File: src/rtl/sigma_gpio_csr.sv
`default_nettype none
// ============================================================================
// Module   : sigma_gpio_csr
// Purpose  : Multi-port GPIO/CSR peripheral on the sigma tile xif bus
//            (MemSplit32). NPORTS groups of 32-bit OUT/IN registers behind a
//            decoded address window, per-byte write enables, 2-flop input
//            synchronisation and, optionally, per-port rising-edge capture
//            with a level interrupt.
// Option   : define SIGMA_GPIO_IRQ_EN to build EMASK/ESTAT, the s3 edge flop
//            and a live irq_o. Without it, offsets +0x8/+0xC read as zero and
//            irq_o is tied low.
// Ports    : clk_i, rst_i        clock, synchronous active-high reset
//            bus_req_i/we_i      request strobe, 1 = write
//            bus_addr_bi         byte address (bits [1:0] ignored)
//            bus_be_bi           byte enables for writes
//            bus_wdata_bi        write data
//            bus_ack_o           combinational accept (= window hit)
//            bus_resp_o          one-cycle read-data-valid, one cycle after
//                                the read request
//            bus_rdata_bo        read data, zero when bus_resp_o is low
//            gpio_bi             asynchronous inputs, port p at [32p+31:32p]
//            gpio_bo             registered outputs
//            irq_o               OR of every ESTAT bit, registered
// Revision : 1.0 - initial release
// ============================================================================
module sigma_gpio_csr #(
   parameter logic [31:0] BASE_ADDR = 32'h8000_0000,
   parameter int          NPORTS    = 2,
   parameter logic [31:0] OUT_RST   = 32'h0000_0000
) (
   input  logic                   clk_i,
   input  logic                   rst_i,
   input  logic                   bus_req_i,
   input  logic                   bus_we_i,
   input  logic [31:0]            bus_addr_bi,
   input  logic [3:0]             bus_be_bi,
   input  logic [31:0]            bus_wdata_bi,
   output logic                   bus_ack_o,
   output logic                   bus_resp_o,
   output logic [31:0]            bus_rdata_bo,
   input  logic [NPORTS*32-1:0]   gpio_bi,
   output logic [NPORTS*32-1:0]   gpio_bo,
   output logic                   irq_o
);

   localparam int          c_W        = NPORTS * 32;
   localparam int          c_IDX_BITS = (NPORTS > 1) ? $clog2(NPORTS) : 0;
   // Window covers 16 bytes per port, rounded up to a power of two.
   localparam logic [31:0] c_WIN_MASK = ~((32'd16 << c_IDX_BITS) - 32'd1);
   localparam logic [2:0]  c_IDX_MASK = 3'((1 << c_IDX_BITS) - 1);
   localparam logic [2:0]  c_IDX_MAX  = 3'(NPORTS - 1);
   localparam logic [1:0]  c_OFF_OUT  = 2'd0;
   localparam logic [1:0]  c_OFF_IN   = 2'd1;

   function automatic logic [31:0] f_be_mask(input logic [3:0] be);
      logic [31:0] m;
      for (int k = 0; k < 4; k++) m[8*k +: 8] = {8{be[k]}};
      return m;
   endfunction

   // ---------------------------------------------------------------- decode
   logic [2:0]  w_idx;
   logic [1:0]  w_off;
   logic        w_hit;
   logic        w_wr;
   logic        w_rd;
   logic [31:0] w_wmask;

   assign w_idx   = bus_addr_bi[6:4] & c_IDX_MASK;
   assign w_off   = bus_addr_bi[3:2];
   // The index check only matters for non-power-of-two NPORTS, where the
   // rounded-up window contains indices with no port behind them.
   assign w_hit   = bus_req_i
                  & ((bus_addr_bi & c_WIN_MASK) == (BASE_ADDR & c_WIN_MASK))
                  & (w_idx <= c_IDX_MAX);
   assign w_wr    = w_hit & bus_we_i;
   assign w_rd    = w_hit & ~bus_we_i;
   assign w_wmask = f_be_mask(bus_be_bi);
   assign bus_ack_o = w_hit;

   // ---------------------------------------------------------- OUT registers
   logic [c_W-1:0] out_q, out_d;

   always_comb begin
      out_d = out_q;
      for (int p = 0; p < NPORTS; p++) begin
         if (w_wr && (w_off == c_OFF_OUT) && (w_idx == 3'(p)))
            out_d[p*32 +: 32] = (out_q[p*32 +: 32] & ~w_wmask)
                              | (bus_wdata_bi & w_wmask);
      end
   end

   always_ff @(posedge clk_i) begin
      if (rst_i) out_q <= {NPORTS{OUT_RST}};
      else       out_q <= out_d;
   end

   assign gpio_bo = out_q;

   // ------------------------------------------------------- input sync chain
   logic [c_W-1:0] s1_q, s2_q;

   always_ff @(posedge clk_i) begin
      if (rst_i) begin
         s1_q <= '0;
         s2_q <= '0;
      end else begin
         s1_q <= gpio_bi;
         s2_q <= s1_q;
      end
   end

`ifdef SIGMA_GPIO_IRQ_EN
   // ------------------------------------------------ edge capture and IRQ
   localparam logic [1:0] c_OFF_EMASK = 2'd2;
   localparam logic [1:0] c_OFF_ESTAT = 2'd3;

   logic [c_W-1:0] s3_q;
   logic [c_W-1:0] emask_q, emask_d;
   logic [c_W-1:0] estat_q, estat_d;
   logic [c_W-1:0] w_clr;
   logic           irq_q;

   always_comb begin
      emask_d = emask_q;
      w_clr   = '0;
      for (int p = 0; p < NPORTS; p++) begin
         if (w_wr && (w_idx == 3'(p))) begin
            if (w_off == c_OFF_EMASK)
               emask_d[p*32 +: 32] = (emask_q[p*32 +: 32] & ~w_wmask)
                                   | (bus_wdata_bi & w_wmask);
            if (w_off == c_OFF_ESTAT)
               w_clr[p*32 +: 32] = bus_wdata_bi & w_wmask;
         end
      end
      // Set term is OR-ed last so a same-cycle rise beats a W1C clear.
      estat_d = (estat_q & ~w_clr) | (s2_q & ~s3_q & emask_q);
   end

   always_ff @(posedge clk_i) begin
      if (rst_i) begin
         s3_q    <= '0;
         emask_q <= '0;
         estat_q <= '0;
         irq_q   <= 1'b0;
      end else begin
         s3_q    <= s2_q;
         emask_q <= emask_d;
         estat_q <= estat_d;
         irq_q   <= |estat_q;
      end
   end

   assign irq_o = irq_q;
`else
   assign irq_o = 1'b0;
`endif

   // ------------------------------------------------------------- read path
   logic [31:0] w_rd_data;

   always_comb begin
      w_rd_data = '0;
      for (int p = 0; p < NPORTS; p++) begin
         if (w_idx == 3'(p)) begin
            case (w_off)
               c_OFF_OUT:   w_rd_data = out_q[p*32 +: 32];
               c_OFF_IN:    w_rd_data = s2_q[p*32 +: 32];
`ifdef SIGMA_GPIO_IRQ_EN
               c_OFF_EMASK: w_rd_data = emask_q[p*32 +: 32];
               c_OFF_ESTAT: w_rd_data = estat_q[p*32 +: 32];
`endif
               default:     w_rd_data = '0;
            endcase
         end
      end
   end

   logic        resp_q;
   logic [31:0] rdata_q;

   // rdata is zeroed on non-read cycles so the OR-ed bus mux stays clean.
   always_ff @(posedge clk_i) begin
      if (rst_i) begin
         resp_q  <= 1'b0;
         rdata_q <= '0;
      end else begin
         resp_q  <= w_rd;
         rdata_q <= w_rd ? w_rd_data : '0;
      end
   end

   assign bus_resp_o   = resp_q;
   assign bus_rdata_bo = rdata_q;

endmodule
`default_nettype wire
File: config.mk
export PLATFORM = sky130hd
export DESIGN_NAME = sigma_gpio_csr
export DESIGN_NICKNAME = d
export VERILOG_FILES = /design/src/rtl/sigma_gpio_csr.sv
export SDC_FILE = /design/constraint.sdc
export NUM_CORES = 1
export LEC_CHECK = 0
export CAP_MARGIN = 20
export CORE_MARGIN = 1.5
export CORE_UTILIZATION = 47
export CTS_CLUSTER_DIAMETER = 40
export CTS_CLUSTER_SIZE = 24
export DETAILED_ROUTE_END_ITERATION = 16
export PLACE_DENSITY = 0.91
export REMOVE_ABC_BUFFERS = 1
export SLEW_MARGIN = 15
export SYNTH_ARGS = -nofsm -noshare
export SYNTH_HDL_FRONTEND = slang
export SYNTH_SLANG_ARGS = --single-unit
File: constraint.sdc
create_clock -name clk_i -period 2 [get_ports clk_i]
set_input_delay 0.4 -clock clk_i [delete_from_list [all_inputs] [get_ports clk_i]]
set_output_delay 0.4 -clock clk_i [all_outputs]
set_load 0.03 [all_outputs]
==> metrics.cfg <==
[timing]
rsz0062_at_grt = true
drv_slew = 0
finalHoldViolCount = 0
worstMarginPinSlew_ns = 0.511
fin_ws_ns = 0.0220
fin_crit_ns = 1.98
fmax_mhz = 506
min_period_over_period = 0.989
setup_tns_ns = 0
fin_skew_ns = 0.0135
relSlewSlack = 0.659
setup_viol = 0
hold_ws_ns = 0.434

[floorplan]
chipWidth_um = 133
ios = 235
num_rows = 47
dieHeight_um = 133
core_area_mm2 = 0.0165
dieArea_mm2 = 0.0177
start_util = 0.480

[worst_setup_path]
r2r_slack_ns = 0.92
r2r-end = bus_rdata_bo[27]$_SDFF_PP0_
end_kind = output port
crit_path_frequent_cell = buf_6
path_max_fanout = 2
crit_arrival_ns = 1.58
max_stage_delay_ns = 0.41
worstSetupPathType = in2out
crit_slowest_cell = clkdlybuf4s50_1
r2r_cells = 2
crit_chain = clkdlybuf4s50_1, nor4_2, nand3_2, buf_6, nor2_4, buf_6
start_kind = input pin
required_ns = 1.60

[cells_and_area]
nets = 1039
post-route-util = 0.707
n_antenna_cell = 0
final_cell_mix = dfxtp_1 (225), nor2b_1 (160), clkdlybuf4s50_1 (158)
area_delta_synth_final_pct = 47.3
layout_commonest_cell = dfxtp_1
stdcell_area_mm2 = 0.0117
fin_cells = 1143
seqCellArea_mm2 = 0.00450
multi_input_area_mm2 = 0.00330
n_fill_cell = 1122
drive_gt1_frac = 0.152

[worst_hold_path]
holdPathEnd = s2_q[62]$_SDFF_PP0_
worstHoldPathCells = 1
hold_class = reg2reg
worstHoldStart = s1_q[62]$_SDFF_PP0_

[drt]
via_count = 5443
ant_nets = 0
drt-initial-drc-count = 233
drt-total-wl_mm = 18.5
drc = 0
first_pass_iters = 4
post_drt_wl_per_cell_um = 16.2
detail_route.vias_per_cell = 4.76

[clock_network]
insertion_delay_ns = 0.51
cts_tree = built
cts_hold_buf = 0
clock_path_buffers = 3
cts.sinks = 225
htreeDepth = 1
cts_inserted_buffers = 26
clk_root_buffer_cell = clkbuf_16
clk_pin_slew_ns = 0.06

[run]
cap_viol_max_count = 0

[pwr]
p_total_mw = 9.78
power_density_mw_per_mm2 = 838
ir_drop_mv = 0.707
p_leak_nw = 5.01

[place]
hpwl_mm = 12.9
port_buffers = 231
placed_cell_area_mm2 = 0.0107
gp_congestion = 0.764
place_ws_ns = -0.463
dp_cells = 1092

[global_routing]
grt_pass1_wl_mm = 29.1
grt_use_total = 0.208
grt_max_degree = 123
grt_overflow_total = 0
grt_pass1_vias = 5699
grt_antenna_before_repair = 0

[synthesis]
synth_seq_cells = 225
synth_cells = 645
yosysSeqAreaShare = 0.568
ys.warnings.count = 0
synth.avg_cell_area_um2 = 12.3
synth.distinct_cells = 21
syn_area_mm2 = 0.00793

[status]
status = complete, no violations

-- cell type report --
type,instances,share of cell area
clock buffers,30,0.0588
repair buffers,269,0.233
well taps,220,0.0236
flip-flops and latches,225,0.386
inverters,4,0.00129
clock inverters,18,0.0147
multi-input cells,377,0.283
-- cells in the mapped netlist, drive strengths merged --
cell | number | area share
buf | 11 | 0.0079
clkbuf | 28 | 0.013
conb | 1 | 0.00047
dfxtp | 225 | 0.57
inv | 4 | 0.0019
mux2i | 64 | 0.081
mux4 | 32 | 0.091
nand2b | 96 | 0.076
nand3 | 2 | 0.0013
nand3b | 1 | 0.00095
nand4 | 1 | 0.00079
nor2 | 2 | 0.00095
nor2b | 160 | 0.13
nor4 | 14 | 0.026
nor4b | 2 | 0.0030
or3 | 2 | 0.0016
-- logic make-up after synthesis --
kind of cell           after synthesis  synth area share
other                                1          0.000473
multiplexers                        96             0.172
buffers and inverters               43            0.0230
flip-flops                         225             0.568
AND/OR/NAND/NOR                    280             0.237
-- critical path, delay by kind of cell --
family | cells | cell delay (ns)
and+or+nand+nor | 3 | 0.47
buffers and inverters | 3 | 0.70
-- timing repair --
action	CTS	global route
setup buffers	3	0
setup endpoints to repair	7	41
gates resized for setup	44	52
pin swaps	10	7
-- power by group --
group / leakage (nW) / internal, mW / switching (mW)
sequential: 1.84 / 4.60 / 0.0249
combinational: 2.77 / 0.387 / 0.210
clock: 0.403 / 2.65 / 1.91
total: 5.01 / 7.64 / 2.14
-- routing by layer --
layer	track usage	up-vias	wire length (um)
li1	-	2648	-
met1	0.247	2588	7490
met2	0.373	173	9330
met3	0.0483	34	1200
met4	0.0641	0	437
met5	0	-	0
-- how the worst max path moves through the flow --
stage	depth (start not counted)	to	from
6_report	6	bus_ack_o	bus_addr_bi[22]
5_1_grt	6	bus_ack_o	bus_addr_bi[28]
4_1_cts	6	bus_ack_o	bus_addr_bi[30]
3_5_place_dp	7	register	bus_addr_bi[24]
3_3_place_gp	7	register	bus_addr_bi[7]
2_1_floorplan	4	bus_rdata_bo[0]$_SDFF_PP0_	bus_addr_bi[15]
(Power assumes the default switching activity.)
